**src/rtl/drum_voice_sched.sv**
```systemverilog
// Multi-voice drum sample scheduler: on each sample tick, reads every active voice
// from a shared single-port sample RAM and outputs their saturated sum.
// Optional macro DRUM_VOICE_SCHED_GAIN_EN adds a per-voice 2-bit right-shift gain input.
module drum_voice_sched #(
    parameter int NUM_VOICES = 4,
    parameter int ADDR_W     = 13,
    parameter int DATA_W     = 16,
    parameter int SAMPLE_LEN = 6778
) (
    input  logic                  clk,
    input  logic                  reset,
    input  logic                  sample_tick,
    input  logic [NUM_VOICES-1:0] trig,
`ifdef DRUM_VOICE_SCHED_GAIN_EN
    input  logic [2*NUM_VOICES-1:0] gain,
`endif
    output logic [ADDR_W-1:0]     mem_address,
    output logic                  mem_chipselect,
    output logic                  mem_clken,
    input  logic [DATA_W-1:0]     mem_readdata,
    output logic [DATA_W-1:0]     sample_out,
    output logic                  sample_valid,
    output logic [NUM_VOICES-1:0] voice_active,
    output logic                  overrun
);

    localparam int ACC_W = DATA_W + $clog2(NUM_VOICES);
    localparam int V_W   = $clog2(NUM_VOICES + 1);
    localparam logic [ADDR_W-1:0] LAST_ADDR = ADDR_W'(SAMPLE_LEN - 1);

    typedef enum logic [1:0] {IDLE, SEL, RD, OUT} state_t;

    state_t                    state_q, state_d;
    logic [V_W-1:0]            v_q, v_d;
    logic signed [ACC_W-1:0]   acc_q, acc_d;
    logic [ADDR_W-1:0]         ptr_q [NUM_VOICES];
    logic [ADDR_W-1:0]         ptr_d [NUM_VOICES];
    logic [NUM_VOICES-1:0]     active_q, active_d;
    logic [NUM_VOICES-1:0]     pending_q, pending_d;
    logic [ADDR_W-1:0]         addr_q, addr_d;
    logic signed [DATA_W-1:0]  out_q, out_d;
    logic                      valid_q, valid_d;
    logic                      overrun_q, overrun_d;

    logic                      cur_active;
    logic [ADDR_W-1:0]         cur_ptr;
    logic signed [DATA_W-1:0]  rd_scaled;
    logic signed [ACC_W-1:0]   rd_ext;

    function automatic logic signed [DATA_W-1:0] sat(input logic signed [ACC_W-1:0] a);
        logic signed [ACC_W-1:0] hi;
        logic signed [ACC_W-1:0] lo;
        hi = ACC_W'($signed({1'b0, {(DATA_W-1){1'b1}}}));
        lo = ACC_W'($signed({1'b1, {(DATA_W-1){1'b0}}}));
        if (a > hi)      return hi[DATA_W-1:0];
        else if (a < lo) return lo[DATA_W-1:0];
        else             return a[DATA_W-1:0];
    endfunction

`ifdef DRUM_VOICE_SCHED_GAIN_EN
    logic [1:0] cur_gain;
`endif

    // Per-voice view of the voice currently being scanned
    always_comb begin
        cur_active = 1'b0;
        cur_ptr    = '0;
`ifdef DRUM_VOICE_SCHED_GAIN_EN
        cur_gain   = 2'd0;
`endif
        for (int i = 0; i < NUM_VOICES; i++) begin
            if (v_q == V_W'(i)) begin
                cur_active = active_q[i];
                cur_ptr    = ptr_q[i];
`ifdef DRUM_VOICE_SCHED_GAIN_EN
                cur_gain   = gain[2*i +: 2];
`endif
            end
        end
    end

`ifdef DRUM_VOICE_SCHED_GAIN_EN
    assign rd_scaled = $signed(mem_readdata) >>> cur_gain;
`else
    assign rd_scaled = $signed(mem_readdata);
`endif
    assign rd_ext = ACC_W'(rd_scaled);

    always_comb begin
        state_d        = state_q;
        v_d            = v_q;
        acc_d          = acc_q;
        ptr_d          = ptr_q;
        active_d       = active_q;
        pending_d      = pending_q | trig;
        addr_d         = addr_q;
        out_d          = out_q;
        valid_d        = 1'b0;
        overrun_d      = overrun_q | (sample_tick && (state_q != IDLE));
        mem_address    = addr_q;
        mem_chipselect = 1'b0;

        case (state_q)
            IDLE: begin
                if (sample_tick) begin
                    // Triggers arriving with the tick are folded into this scan
                    for (int i = 0; i < NUM_VOICES; i++) begin
                        if (pending_q[i] || trig[i]) begin
                            ptr_d[i]    = '0;
                            active_d[i] = 1'b1;
                        end
                    end
                    pending_d = '0;
                    acc_d     = '0;
                    v_d       = '0;
                    state_d   = SEL;
                end
            end
            SEL: begin
                if (v_q == V_W'(NUM_VOICES)) begin
                    state_d = OUT;
                end else if (cur_active) begin
                    mem_address    = cur_ptr;
                    mem_chipselect = 1'b1;
                    addr_d         = cur_ptr;
                    state_d        = RD;
                end else begin
                    v_d = v_q + V_W'(1);
                end
            end
            RD: begin
                acc_d = acc_q + rd_ext;
                for (int i = 0; i < NUM_VOICES; i++) begin
                    if (v_q == V_W'(i)) begin
                        if (ptr_q[i] == LAST_ADDR) begin
                            active_d[i] = 1'b0;
                            ptr_d[i]    = '0;
                        end else begin
                            ptr_d[i] = ptr_q[i] + ADDR_W'(1);
                        end
                    end
                end
                v_d     = v_q + V_W'(1);
                state_d = SEL;
            end
            OUT: begin
                out_d   = sat(acc_q);
                valid_d = 1'b1;
                state_d = IDLE;
            end
            default: state_d = IDLE;
        endcase
    end

    always_ff @(posedge clk) begin
        if (reset) begin
            state_q   <= IDLE;
            v_q       <= '0;
            acc_q     <= '0;
            for (int i = 0; i < NUM_VOICES; i++) ptr_q[i] <= '0;
            active_q  <= '0;
            pending_q <= '0;
            addr_q    <= '0;
            out_q     <= '0;
            valid_q   <= 1'b0;
            overrun_q <= 1'b0;
        end else begin
            state_q   <= state_d;
            v_q       <= v_d;
            acc_q     <= acc_d;
            ptr_q     <= ptr_d;
            active_q  <= active_d;
            pending_q <= pending_d;
            addr_q    <= addr_d;
            out_q     <= out_d;
            valid_q   <= valid_d;
            overrun_q <= overrun_d;
        end
    end

    assign mem_clken    = 1'b1;
    assign sample_out   = out_q;
    assign sample_valid = valid_q;
    assign voice_active = active_q;
    assign overrun      = overrun_q;

endmodule

```
**config.mk**
```make
export PLATFORM = sky130hd
export DESIGN_NAME = drum_voice_sched
export DESIGN_NICKNAME = d
export VERILOG_FILES = /design/src/rtl/drum_voice_sched.sv
export SDC_FILE = /design/constraint.sdc
export NUM_CORES = 1
export LEC_CHECK = 0
export ABC_AREA = 1
export BUFFER_PORTS_ARGS = -buffer_cell sky130_fd_sc_hd__buf_4
export CORE_MARGIN = 10
export CORE_UTILIZATION = 40
export DETAILED_ROUTE_END_ITERATION = 8
export HOLD_SLACK_MARGIN = 0.06
export SLEW_MARGIN = 20
export SYNTH_ARGS = -nofsm -noshare
export SYNTH_HDL_FRONTEND = slang
export SYNTH_SLANG_ARGS = --single-unit
export TNS_END_PERCENT = 1
```
**constraint.sdc**
```tcl
create_clock -name clk -period 2.6 [get_ports clk]
set_input_delay 0.13 -clock clk [delete_from_list [all_inputs] [get_ports clk]]
set_output_delay 0.13 -clock clk [all_outputs]
set_load 0.005 [all_outputs]
```
==> impl_metrics.csv, run 1 <==
group,metric,value,unit
setup_path,cpPeakStageDelay,340,ps
setup_path,critPathLaunchType,"flip-flop",
power_and_ir_drop,power.share.sequential,0.316,
setup_path,cp_slowest_cell,"dfxtp_2",
timing,slew_headroom,0.6506,
min_path,holdCritPathClass,"input pin to flip-flop",
synthesis,synth_area_per_cell,6.598,um^2
die,dieWidth,149.5,um
power_and_ir_drop,power_frac_clock,0.342,
placed_design,gp_congestion,0.8625,
placed_design,hpwlAfterDp,13410,um
detailed_routing,route.final.wire_length,18080,um
setup_path,worst_path_arrival_time,2240,ps
timing,setup_tns,0,ps
finish,num-nets-final,1145,
grt,global_route.usage.total,0.1648,
setup_path,critical_path.max_fanout,14,
timing,finalCritPeriodShare,0.9120,
synthesis,post_synth_instance_area,6710,um^2
die,fp.dieArea,22360,um^2
setup_path,worst-endpoint-required,2470,ps
clocking,cts_sinks,114,
grt,grt_antenna_before_repair,0,
timing,final_hold_viol_count,0,
synthesis,mappedNetlistNets,1075,
grt,gr-total-overflow,0,
synthesis,number_of_enable_flip_flop_cells_after_synthesis,0,
clocking,cts_root_buffer,"clkbuf_16",
placed_design,numPortBuffers,58,
detailed_routing,detail_route.wl_per_cell,13.71,um
finish,final_layout_size_suffix_gt1_frac,0.1292,
die,num_rows,47,
detailed_routing,first_pass_iters,6,
finish,insertedDiodeCount,0,
die,io-pin-count,60,
timing,fmax,421.7,MHz
power_and_ir_drop,switching_power,2.365,mW
power_and_ir_drop,power_report.internal_total,4.299,mW
power_and_ir_drop,irDropWorstVdd,0.5099,mV
detailed_routing,post-route-drc-count,0,
finish,instances_no_fill,1319,
detailed_routing,detail_route.vias_per_cell,4.986,
setup_path,timing.critical_path.cells,"inv_1 -> ha_1 -> inv_1 -> buf_4 -> nand3_1 -> nand3_1 -> nand3_1 -> nand2_2 -> nand2_4 -> clkinv_4 -> buf_12 -> nand3_1 -> nand2_1 -> inv_1 -> buf_4",
placed_design,number_of_instances_in_the_placed_design,1278,
power_and_ir_drop,combinationalPowerShare,0.342,
clocking,clk_path_buf_depth,2,
job,maxCapViolations,0,
synthesis,synth.yosys.seq_area_share,0.3401,
clocking,clk-insertion-delay-late,410,ps
clocking,cts-buffers-inserted,17,
synthesis,post_synthesis_cell_type_count,40,
timing,timing.final.setup_violations,0,
grt,grt_pass1_vias,6316,
timing,min_period,2371,ps
synthesis,post_synth_inst_count,1017,
synthesis,synth_flop_cell,"dfxtp_1",
detailed_routing,antenna_violating_nets_left,0,
detailed_routing,drtIter0Drc,337,
clocking,cts_max_level,4,
die,initial_utilization,0.4061,
die,dieHeight,149.5,um
synthesis,yosysWarningCount,0,
detailed_routing,via_count,6576,
status,result_of_the_run,"complete, no violations",
die,coreArea,16520,um^2
timing,final-max-slew-violation-count,0,
finish,layout-area-overhead-vs-synth,20.36,%
clocking,clk_pin_slew_worst_paths,50,ps
setup_path,critical_path_buf_inv_count,7,
setup_path,cp_common_cell,"nand3_1",
timing,max_slew.worst_pin.slew,522.9,ps
power_and_ir_drop,power.leakage,3.575,nW
synthesis,synth_seq_cells,114,
setup_path,setup.worst_path.end_class,"primary output",
setup_path,critPathKind,"flip-flop to primary output",
power_and_ir_drop,power_density,825.1,nW/um^2
setup_path,path_delay_family,"buffers and inverters",
grt,maximum_number_of_pins_on_one_net_before_global_route_repair,38,
timing,finClkSkew,5.358,ps
clocking,cts_tree,"built",
power_and_ir_drop,p_sw_frac,0.3549,
synthesis,synth-async-reset-ratio,0,
grt,grt_first_pass_wirelength,30100,um
timing,unrepaired_setup_endpoints_after_global_routing,"no",
timing repair:
action	in CTS	in global routing
buffers inserted	1	4
pin swaps	1	0
endpoints found under the hold margin	5	0
gates cloned	0	0
endpoints found under the setup margin	14	14
hold buffers	5	0
gates resized for setup	1	9
power groups by stage:
stage | Sequential [mW] | Clock (mW) | Combinational [mW]
after CTS | 2.10 | 2.33 | 2.22
after detailed placement | 2.14 | 0 | 2.18
after floorplan | 2.09 | 0 | 1.54
after global placement | 2.13 | 0 | 2.17
final | 2.10 | 2.28 | 2.28
after global routing | 2.13 | 2.41 | 2.58
stage by stage:
step	worst slack (ps)	cell area [um^2]	hold WS, ps	util	power, mW
6_report	228.7	8077	76.53	0.4888	6.664
4_1_cts	71.16	7993	62.28	0.4837	6.652
5_1_grt	10.47	8077	93.69	0.4888	7.116
2_1_floorplan	794.8	6710	273.6	-	3.630
3_3_place_gp	263.4	7356	379.1	0.4451	4.304
3_5_place_dp	295.6	7356	389.0	0.4451	4.320
registers in the layout, indices dropped and copies added (netlist names):
register      count
v_q               3
sample_valid      1
state_q           2
acc_q            18
pending_q         4
sample_out       16
addr_q           13
ptr_q            52
voice_active      4
overrun           1
area by class of cell:
| type | instances | area (um^2) |
|---|---|---|
| tap | 220 | 275.3 |
| clock buffer | 26 | 499.2 |
| fill | 1679 | 8448 |
| multi-input combinational | 751 | 3826 |
| inverter | 122 | 462.9 |
| sequential | 114 | 2285 |
| clock inverter | 5 | 75.07 |
| timing repair buffer | 81 | 653.1 |
worst paths after layout:
path / startpoint / to / slack, ps / cells after the start
max: v_q[1] / mem_address[9] / 230 / 15
min: reset / acc_q[2] / 80 / 2
max reg2reg: state_q[0] / ptr_q[43] / 300 / 11
min reg2reg: pending_q[0] / pending_q[0] / 460 / 2
routing by layer:
layer	vias to the layer above	track usage	wire (um)
met4	0	0.05152	257
met2	139	0.2837	8770
met5	-	0	0
met3	19	0.04348	850
li1	3441	-	-
met1	2977	0.1954	8201
cells by family (layout without fill, tap and decap cells):
| kind of cell | after synthesis | after routing | share of synthesized area |
|---|---|---|---|
| flops | 114 | 114 | 0.3401 |
| buf+inv | 152 | 234 | 0.09286 |
| fa+ha+maj | 35 | 35 | 0.06638 |
| xor+xnor | 17 | 17 | 0.02219 |
| other cells | 1 | 1 | 0.0005589 |
| compound gates | 153 | 153 | 0.1173 |
| simple gates | 545 | 545 | 0.3606 |
placed cells by master (no fill, tap or decap), drive strengths merged, types with 2 or more instances in the layout:
cell type,count
bufinv,2
xnor2,4
nor2,113
o21ai,63
o22ai,2
or2,7
clkinv,6
ha,34
xor2,13
dfxtp,114
dlygate4sd3,5
nor3,35
inv,119
nand2,267
nor4,9
clkbuf,26
a21oi,83
nand4,9
nand3,88
o21bai,2
nor3b,8
nand3b,8
buf,76
cells in the mapped netlist, types with 8 or more instances:
cell type / instances / area, um^2
a21oi_1: 83 / 415.4
clkbuf_1: 17 / 63.81
xor2_1: 13 / 113.9
nand2_1: 259 / 972.2
nor4_1: 9 / 56.30
inv_1: 114 / 427.9
ha_1: 34 / 425.4
o21ai_0: 60 / 300.3
nor3_1: 32 / 160.2
nor2_1: 103 / 386.6
nand3_1: 88 / 440.4
nand3b_1: 8 / 60.06
dfxtp_1: 114 / 2282
nand4_1: 9 / 56.30
Power figures use the tool's default switching activity.
==> run 2, diff against run 1 <==
- clock period: 2.6 -> 2.1 ns (I/O delays scaled with it)
==> run 2 against run 1 <==
The run now ends with negative setup slack left; combinational power is 50% higher; flip-flop and latch count stayed put; sequential power rose by 24%; setup slack got worse by 340 ps; cell count increased by 1.7%; largest cell class unchanged; largest power group unchanged; highest routed layer unchanged.
==> impl_metrics.csv, run 2 (synthesized netlist as in run 1, its figures left out) <==
group,metric,value,unit
status,result_of_the_run,"finished, violations left",
status,failed_checks,"negative setup slack",
timing,slew_headroom,0.5455,
min_path,holdCritPathClass,"input pin to flip-flop",
clocking,cts_root_buffer,"clkbuf_16",
finish,instances_no_fill,1342,
finish,register_containing_the_most_flip_flops_in_the_final_layout,"ptr_q",
grt,maximum_number_of_pins_on_one_net_before_global_route_repair,60,
finish,fillCellCount,1613,
power_and_ir_drop,power_density,1072,nW/um^2
setup_path,cp_slowest_cell,"dfxtp_2",
detailed_routing,first_pass_iters,5,
setup_path,worst_path_arrival_time,2110,ps
die,fp.dieArea,22360,um^2
detailed_routing,antenna_violating_nets_left,0,
setup_path,setup.worst_path.end_class,"primary output",
clocking,cts_tree,"built",
die,dieWidth,149.5,um
placed_design,number_of_instances_in_the_placed_design,1288,
detailed_routing,detail_route.vias_per_cell,5.025,
timing,final-max-slew-violation-count,0,
timing,unrepaired_setup_endpoints_after_global_routing,"yes",
clocking,clk_pin_slew_worst_paths,50,ps
job,maxCapViolations,0,
die,coreArea,16520,um^2
detailed_routing,route.final.wire_length,19150,um
setup_path,critical_path.max_fanout,8,
placed_design,gp_congestion,0.8936,
timing,max_slew.worst_pin.slew,681.8,ps
grt,global_route.usage.total,0.1752,
finish,num-nets-final,1168,
die,io-pin-count,60,
power_and_ir_drop,irDropWorstVdd,0.7106,mV
clocking,clk_path_buf_depth,2,
setup_path,path_delay_family,"simple AND/OR/NAND/NOR gates",
min_path,holdCritStartpoint,"mem_readdata[0]",
timing,holdWs,114.1,ps
finish,finalCoreUtilization,0.5214,
placed_design,numPortBuffers,58,
setup_path,cpPeakStageDelay,330,ps
clocking,clk-insertion-delay-late,420,ps
setup_path,crit-reg2reg-launch,"v_q[0]",
timing,finClkSkew,7.505,ps
finish,mostFrequentLayoutCell,"nand2_1",
grt,grt_antenna_before_repair,0,
finish,final_layout_size_suffix_gt1_frac,0.2068,
finish,largest_register_ffs,52,
setup_path,cp_common_cell,"nand2_2",
setup_path,critical_path_buf_inv_count,5,
finish,layout-area-overhead-vs-synth,28.40,%
setup_path,critPathLaunchType,"flip-flop",
timing,finalCritPeriodShare,1.055,
power_and_ir_drop,power.leakage,3.779,nW
grt,grt_first_pass_wirelength,31960,um
power_and_ir_drop,finalPower,9.236,mW
timing,min_period,2215,ps
detailed_routing,drtIter0Drc,392,
detailed_routing,detail_route.wl_per_cell,14.27,um
finish,commonest_cells_after_routing_fill_and_taps_aside,"nand2_1 (237), dfxtp_1 (111), inv_1 (107)",
die,dieHeight,149.5,um
setup_path,rrSetupSlack,10,ps
placed_design,hpwlAfterDp,13600,um
setup_path,worst-endpoint-required,2000,ps
timing,timing.final.setup_violations,13,
finish,insertedDiodeCount,0,
grt,gr-total-overflow,0,
setup_path,critPathKind,"flip-flop to primary output",
setup_path,timing.critical_path.from,"v_q[0]",
timing,fmax,451.5,MHz
die,initial_utilization,0.4061,
die,num_rows,47,
clocking,cts-buffers-inserted,17,
clocking,cts_sinks,114,
timing,post-route-worst-setup-slack,-115.0,ps
clocking,cts_max_level,4,
placed_design,pre_cts_slack,-109.2,ps
grt,grt_pass1_vias,6577,
detailed_routing,via_count,6743,
timing,final_hold_viol_count,0,
setup_path,timing.critical_path.cells,"inv_2 -> buf_6 -> ha_4 -> nand2_4 -> or2_4 -> nand3_2 -> nand2_2 -> nand2_4 -> clkinv_8 -> nand2_8 -> nand2_2 -> nand2_2 -> inv_1 -> buf_4",
detailed_routing,post-route-drc-count,0,
==> run 2: cell types whose count changed in the layout (fill, tap and decap cells not counted), moves of 7 or more <==
cell and delta:
nand2_1 -21, nand2_2 +18, o21ai_0 -17, buf_4 +13
nand3_1 -10, nand3_2 +10, o21ai_2 +9, ha_1 -8
o21ai_1 +8, buf_6 +7, inv_1 -7
==> run 2: layout make-up <==
class	instances	area (um^2)	area share
Tap cell	220	275.3	0.03195
Clock inverter	10	180.2	0.02091
Clock buffer	21	470.5	0.05460
Multi-Input combinational cell	752	4083	0.4739
Inverter	122	478.0	0.05547
Timing Repair inverter	1	6.256	0.0007261
Sequential cell	114	2286	0.2653
Timing Repair Buffer	102	837.1	0.09715
==> run 2: path summary, 6_finish.rpt <==
path | to | cells after the start
worst min-delay path | acc_q[0] | 4
worst max-delay path | mem_address[4] | 14
worst max register to register | ptr_q[12] | 13
worst min register to register | pending_q[0] | 2
==> run 2: layer usage <==
layer  global-route usage  vias to the layer above  wire (um)
met3              0.04197                       33        779
met5                    0                        -          0
met2               0.2963                      149       9213
met4              0.05888                        0        367
met1               0.2130                     3067       8792
li1                     -                     3494          -
==> run 2: worst reg2reg max path, cell delays in order (launching register included) <==
cell and delay (ps):
dfxtp_2 350, buf_4 130, ha_2 180, ha_4 150, clkinv_4 60, buf_4 130
nand2_1 60, nand2_1 80, nor2_4 280, nand2_2 100, nor2_2 120, nand3_1 110
nand2_1 70, nor3b_1 180
==> run 2: per-stage QoR <==
| stage | setup TNS, ps | area, um^2 |
|---|---|---|
| finish | -1299 | 8616 |
| global route | -3333 | 8616 |
| CTS | -1219 | 8512 |
| detailed placement | -1362 | 7443 |
| global placement | -885.9 | 7443 |
| floorplan | 0 | 6710 |
==> run 2: timing repair <==
item	in CTS	in global routing
gates resized for setup	85	27
endpoints found under the hold margin	5	0
setup endpoints to repair	27	43
hold buffers	5	0
buffers inserted	12	2
pin swaps	13	10
cloned	3	1
==> run 2: power by group <==
part / switching (mW) / internal [mW]
logic: 2.02 / 1.40
registers: 0.200 / 2.41
clock network: 1.03 / 2.18
